`src/rtl/uii2c_pkg.sv`:
```
// Shared definitions for the uii2c master front-end arbiter: FSM encoding and
// the per-requester slice widths of the master's request fields.
package uii2c_pkg;

   typedef enum logic [1:0] {
      IDLE  = 2'd0,
      ISSUE = 2'd1,
      WAIT  = 2'd2,
      DONE  = 2'd3
   } arb_state_t;

   localparam int WR_DATA_W = 32;
   localparam int WR_CNT_W  = 8;
   localparam int RD_CNT_W  = 8;

endpackage

```
`src/rtl/uii2c_arb_rr_pick.sv`:
```
// Combinational round-robin picker: returns the first set request bit found by
// scanning upward from ptr, wrapping modulo NREQ.
module ui_rr_pick
   import uii2c_pkg::*;
#(
   parameter int NREQ = 2,
   parameter int PW   = (NREQ > 1) ? $clog2(NREQ) : 1
) (
   input  logic [NREQ-1:0] req,
   input  logic [PW-1:0]   ptr,
   output logic            hit,
   output logic [PW-1:0]   idx
);

   logic [NREQ-1:0] rot;
   logic [PW:0]     sum;

   // Rotate so bit 0 is the requester at ptr; the lowest set bit of rot wins.
   always_comb begin
      rot = NREQ'({req, req} >> ptr);
      hit = 1'b0;
      sum = '0;
      for (int i = NREQ - 1; i >= 0; i--) begin
         if (rot[i]) begin
            hit = 1'b1;
            sum = {1'b0, ptr} + (PW + 1)'(i);
         end
      end
      if (sum >= (PW + 1)'(NREQ)) begin
         sum = sum - (PW + 1)'(NREQ);
      end
      idx = sum[PW-1:0];
   end

endmodule

```
`src/rtl/uii2c_arb.sv`:
```
// Round-robin arbiter that shares one uii2c master between NREQ requesters,
// latching the winner's transaction and running the iic_req/iic_busy handshake.
module uii2c_arb
   import uii2c_pkg::*;
#(
   parameter int          NREQ    = 2,
   parameter logic [15:0] TIMEOUT = 16'd4095
) (
   input  logic                      clk_i,
   input  logic                      rst_i,
   input  logic [NREQ-1:0]           req_i,
   input  logic [NREQ*WR_DATA_W-1:0] wr_data_i,
   input  logic [NREQ*WR_CNT_W-1:0]  wr_cnt_i,
   input  logic [NREQ*RD_CNT_W-1:0]  rd_cnt_i,
   input  logic [NREQ-1:0]           mode_i,
   output logic [NREQ-1:0]           grant_o,
   output logic [NREQ-1:0]           done_o,
   output logic [NREQ-1:0]           err_o,
   output logic [7:0]                rd_data_o,
   output logic                      m_req_o,
   output logic [WR_DATA_W-1:0]      m_wr_data_o,
   output logic [WR_CNT_W-1:0]       m_wr_cnt_o,
   output logic [RD_CNT_W-1:0]       m_rd_cnt_o,
   output logic                      m_mode_o,
   input  logic [7:0]                m_rd_data_i,
   input  logic                      m_busy_i
);

   localparam int              PW        = (NREQ > 1) ? $clog2(NREQ) : 1;
   localparam logic [NREQ-1:0] GRANT_ONE = NREQ'(1);

   arb_state_t    state, state_n;
   logic [PW-1:0] ptr;
   logic [PW-1:0] own;
   logic [PW-1:0] own_next;
   logic [PW-1:0] pick_idx;
   logic          pick_hit;
   logic [15:0]   tmo_cnt;
   logic          settle;
   logic          do_grant;
   logic          do_timeout;

   ui_rr_pick #(
      .NREQ (NREQ),
      .PW   (PW)
   ) u_pick (
      .req (req_i),
      .ptr (ptr),
      .hit (pick_hit),
      .idx (pick_idx)
   );

   // A completion/error pulse cycle is never a grant cycle, which gives the
   // finished requester one cycle to drop its request before re-arbitration.
   assign settle   = (|done_o) || (|err_o);
   assign own_next = (own == PW'(NREQ - 1)) ? '0 : own + PW'(1);

   always_comb begin
      state_n    = state;
      do_grant   = 1'b0;
      do_timeout = 1'b0;
      case (state)
         IDLE: begin
            if (!m_busy_i && pick_hit && !settle) begin
               do_grant = 1'b1;
               state_n  = ISSUE;
            end
         end
         ISSUE: begin
            if (m_busy_i) begin
               state_n = WAIT;
            end else if (tmo_cnt == TIMEOUT) begin
               do_timeout = 1'b1;
               state_n    = IDLE;
            end
         end
         WAIT: begin
            if (!m_busy_i) begin
               state_n = DONE;
            end
         end
         DONE: begin
            state_n = IDLE;
         end
         default: begin
            state_n = IDLE;
         end
      endcase
   end

   always_ff @(posedge clk_i) begin
      if (rst_i) begin
         state <= IDLE;
      end else begin
         state <= state_n;
      end
   end

   // Datapath: the master-side fields are frozen at grant so requesters may
   // change their inputs freely while their transaction is in flight.
   always_ff @(posedge clk_i) begin
      if (rst_i) begin
         ptr         <= '0;
         own         <= '0;
         tmo_cnt     <= '0;
         grant_o     <= '0;
         done_o      <= '0;
         err_o       <= '0;
         rd_data_o   <= '0;
         m_req_o     <= 1'b0;
         m_wr_data_o <= '0;
         m_wr_cnt_o  <= '0;
         m_rd_cnt_o  <= '0;
         m_mode_o    <= 1'b0;
      end else begin
         done_o <= '0;
         err_o  <= '0;
         case (state)
            IDLE: begin
               if (do_grant) begin
                  grant_o     <= GRANT_ONE << pick_idx;
                  own         <= pick_idx;
                  m_wr_data_o <= wr_data_i[WR_DATA_W*int'(pick_idx) +: WR_DATA_W];
                  m_wr_cnt_o  <= wr_cnt_i[WR_CNT_W*int'(pick_idx) +: WR_CNT_W];
                  m_rd_cnt_o  <= rd_cnt_i[RD_CNT_W*int'(pick_idx) +: RD_CNT_W];
                  m_mode_o    <= mode_i[pick_idx];
                  m_req_o     <= 1'b1;
                  tmo_cnt     <= '0;
               end
            end
            ISSUE: begin
               if (m_busy_i) begin
                  m_req_o <= 1'b0;
               end else if (do_timeout) begin
                  err_o   <= grant_o;
                  m_req_o <= 1'b0;
                  grant_o <= '0;
                  ptr     <= own_next;
               end else begin
                  tmo_cnt <= tmo_cnt + 16'd1;
               end
            end
            WAIT: begin
               if (!m_busy_i) begin
                  rd_data_o <= m_rd_data_i;
               end
            end
            DONE: begin
               done_o  <= grant_o;
               grant_o <= '0;
               ptr     <= own_next;
            end
            default: begin
            end
         endcase
      end
   end

endmodule

```
`config.mk`:
```
export PLATFORM = sky130hd
export DESIGN_NAME = uii2c_arb
export DESIGN_NICKNAME = d
export VERILOG_FILES = /design/src/rtl/uii2c_pkg.sv /design/src/rtl/uii2c_arb_rr_pick.sv /design/src/rtl/uii2c_arb.sv
export SDC_FILE = /design/constraint.sdc
export NUM_CORES = 1
export LEC_CHECK = 0
export CAP_MARGIN = 20
export CORE_UTILIZATION = 40
export DETAILED_ROUTE_END_ITERATION = 8
export PLACE_DENSITY_LB_ADDON = 0.08
export SLEW_MARGIN = 5
export SYNTH_ARGS = -nofsm -noshare
export SYNTH_HDL_FRONTEND = slang
export SYNTH_SLANG_ARGS = --single-unit
```
`constraint.sdc`:
```
create_clock -name clk_i -period 2.8 [get_ports clk_i]
set_clock_uncertainty 0.2 [all_clocks]
set_input_delay 0.56 -clock clk_i [delete_from_list [all_inputs] [get_ports clk_i]]
set_output_delay 0.56 -clock clk_i [all_outputs]
set_load 0.1 [all_outputs]
```
==> flow_summary.ini, run 1 <==
[logic_synthesis]
synthXorXnorAreaFrac_pct = 0
async_flop_share_pct = 0
synthAdderAreaFrac_pct = 0.3282
syn_nets = 518
synth_edf_count = 0
synthMuxAreaShare_pct = 18.48
synthFlopType = dfxtp_1
synth_cells = 406
yosysUniqueCellTypes = 45
ys_ff_latch = 84
synth_seq_area_share_pct = 44.11
synth-compound-area-share_pct = 14.93
synth_top_family_by_area = multiplexers
yosys_warnings = 0
syn_area_sq_mm = 0.003812
avgSynthCellArea_sq_um = 9.390
yosys.area_share.simple_pct = 18.08

[final_layout]
fin_nets = 685
drive_above_1_share_pct = 18.69
fin_area_sq_mm = 0.005773
fillCellCount = 822
postLayoutCoreUtil_pct = 62.48
multiInputGateArea_sq_mm = 0.001989
regArea_sq_mm = 0.001682
mostFrequentLayoutCell = clkdlybuf4s50_1
syn2layout_area_growth_pct = 51.43
layout_common_cells = 109 x clkdlybuf4s50_1, 84 x dfxtp_1, 72 x buf_4

[floorplanning]
dieHeight_um = 99.63
start_util_pct = 41.26
ioPinCount = 175
die-area_sq_mm = 0.009925
rows = 35
die_x_um = 99.63
core_area_sq_mm = 0.009240

[setup_path]
cp-start-kind = input port
crit_path_top_delay_cell = clkdlybuf4s50_1
critPathMaxFanout = 38
worstPathCellList = clkdlybuf4s50_1, nor4_1, and4_4, buf_12, nor2_1, a211oi_1
worstPathRequired_ps = 2860
crit_path_end_kind = flip-flop
max_stage_delay_ps = 480
cp.arrival_ps = 2450
worstSetupPathType = input port to flip-flop

[clock_network]
cts.repair.resized = 0
post_cts_buffers = 0
cts_tree = yes
numCtsBuffers = 9
clock-sinks = 84
postCtsHoldBufs = 0
ctsRootBufferMaster = clkbuf_8
clk_latency_ps = 350
clockBufferDepth = 2
h-tree-depth = 3
clk_pin_slew_ps = 80

[routing]
wl_per_cell_um = 13.73
drt_pass1_iterations = 4
drc_errors = 0
ant_nets = 0
routed_wl_um = 9721
drt_iter0_markers = 80
vias_per_cell = 5.062
vias = 3584

[global_routing]
met3_usage_pct = 5.481
use_met1_pct = 24.04
grt_pass1_wl_um = 15990
grtUsageMet2_pct = 35.58
grt_overflow = 0
grtUsageTotal_pct = 20.35
grt_start_max_net_pins = 53
busiest_layer = met2
grt_pass1_vias = 3403
antenna_found_initial = 1

[sta]
tightestPinTransition_ps = 537.4
fin_crit_sh_pct = 85.44
rsz0062_at_grt = no
postLayoutSetupSlackWorst_ps = 407.6
finalMaxSlewViolations = 0
fmax_ghz = 0.4180
fin_tns_setup_ps = 0
finalHoldViolCount = 0
fin_crit_ps = 2392
setup_violations = 0
relSlewSlack_pct = 64.17

[pwr]
finalPower_mw = 3.358
leakagePower_nw = 2.428
ir_drop_mv = 0.2758
powerDensity_mw_per_mm2 = 581.6

[placement]
numPortBuffers = 174
post_dp_cell_area_sq_mm = 0.005572
dp_slack_ps = 46.70
dp_hpwl_um = 7431
place_congestion = 0.8159

[run]
cap_violations = 0

[min_path]
hold_path.class = flip-flop to flip-flop

[status]
status = finished clean
-- cells in the mapped netlist, types with 2 or more instances --
cell type,count,share of area [%]
a211oi_1,50,9.8
a21oi_1,12,1.6
and4_1,4,0.92
buf_2,13,1.7
clkbuf_1,15,1.5
dfxtp_1,84,44
inv_1,6,0.59
mux2_2,2,0.59
mux2i_1,67,18
nand2_1,21,2.1
nand2b_1,10,1.6
nand3_1,4,0.53
nand3b_1,2,0.39
nand4_1,5,0.82
nor2_1,66,6.5
nor2b_1,2,0.33
nor3_1,4,0.53
nor4_1,2,0.33
o21ai_0,3,0.39
o31ai_1,2,0.39
o41ai_1,2,0.46
or2_2,3,0.49
or3_1,2,0.33
or3b_2,2,0.46
or4_1,3,0.59
-- worst paths after layout --
path	from	slack, ps	cells past startpoint	to
max	m_busy_i	410	6	m_wr_cnt_o[0]
min reg2reg	tmo_cnt[15]	300	2	tmo_cnt[15]
max reg2reg	tmo_cnt[12]	480	4	ptr
min	tmo_cnt[15]	300	2	tmo_cnt[15]
-- final cells by class --
cell class	instances	share of cell area, %
diodes	1	0.04335
clock buffers	9	2.146
clock inverters	7	1.300
inverters	6	0.3901
multi-input cells	286	34.46
flip-flops and latches	84	29.13
well taps	129	2.796
repair buffers	186	29.74
-- critical path, delay by kind of cell --
| kind | cells | cell delay (ps) |
|---|---|---|
| buffers and inverters | 2 | 710 |
| AO/OA/AOI/OAI | 1 | 200 |
| AND/OR/NAND/NOR | 3 | 960 |
-- kinds of logic after synthesis --
| family | Yosys count |
|---|---|
| simple gates | 138 |
| buf+inv | 36 |
| compound gates | 77 |
| mux | 70 |
| fa+ha+maj | 1 |
| flops | 84 |
-- through the flow --
step	hold slack [ps]	instances
6_report	295.5	708
5_1_grt	315.7	707
4_1_cts	300.6	707
3_5_place_dp	282.1	691
3_3_place_gp	267.0	691
2_1_floorplan	251.2	406
-- routing by layer --
metal | share of wire, % | up-vias
met3 | 6.6 | 13
met5 | 0 | -
met1 | 43 | 1643
li1 | - | 1812
met4 | 1.4 | 0
met2 | 49 | 116
-- sequential cells by signal, indices dropped and copies added, names as in the netlist, 2 cells and up, named ones only --
| register | flops |
|---|---|
| rd_data_o | 8 |
| err_o | 2 |
| m_rd_cnt_o | 8 |
| done_o | 2 |
| grant_o | 2 |
| tmo_cnt | 16 |
| m_wr_data_o | 32 |
| m_wr_cnt_o | 8 |
-- where the power goes --
group | internal [mW] | leakage (nW) | switching [mW]
sequential | 1.28 | 0.688 | 0.0499
combinational | 0.364 | 1.65 | 0.794
clock | 0.417 | 0.0923 | 0.457
No activity file was read; power rests on OpenSTA's default activity.
==> inputs of run 2 (changes only) <==
- CORE_MARGIN: not set -> 1
==> results of run 2 <==
The final DEF is identical to that of run 1; final timing and power are the same.
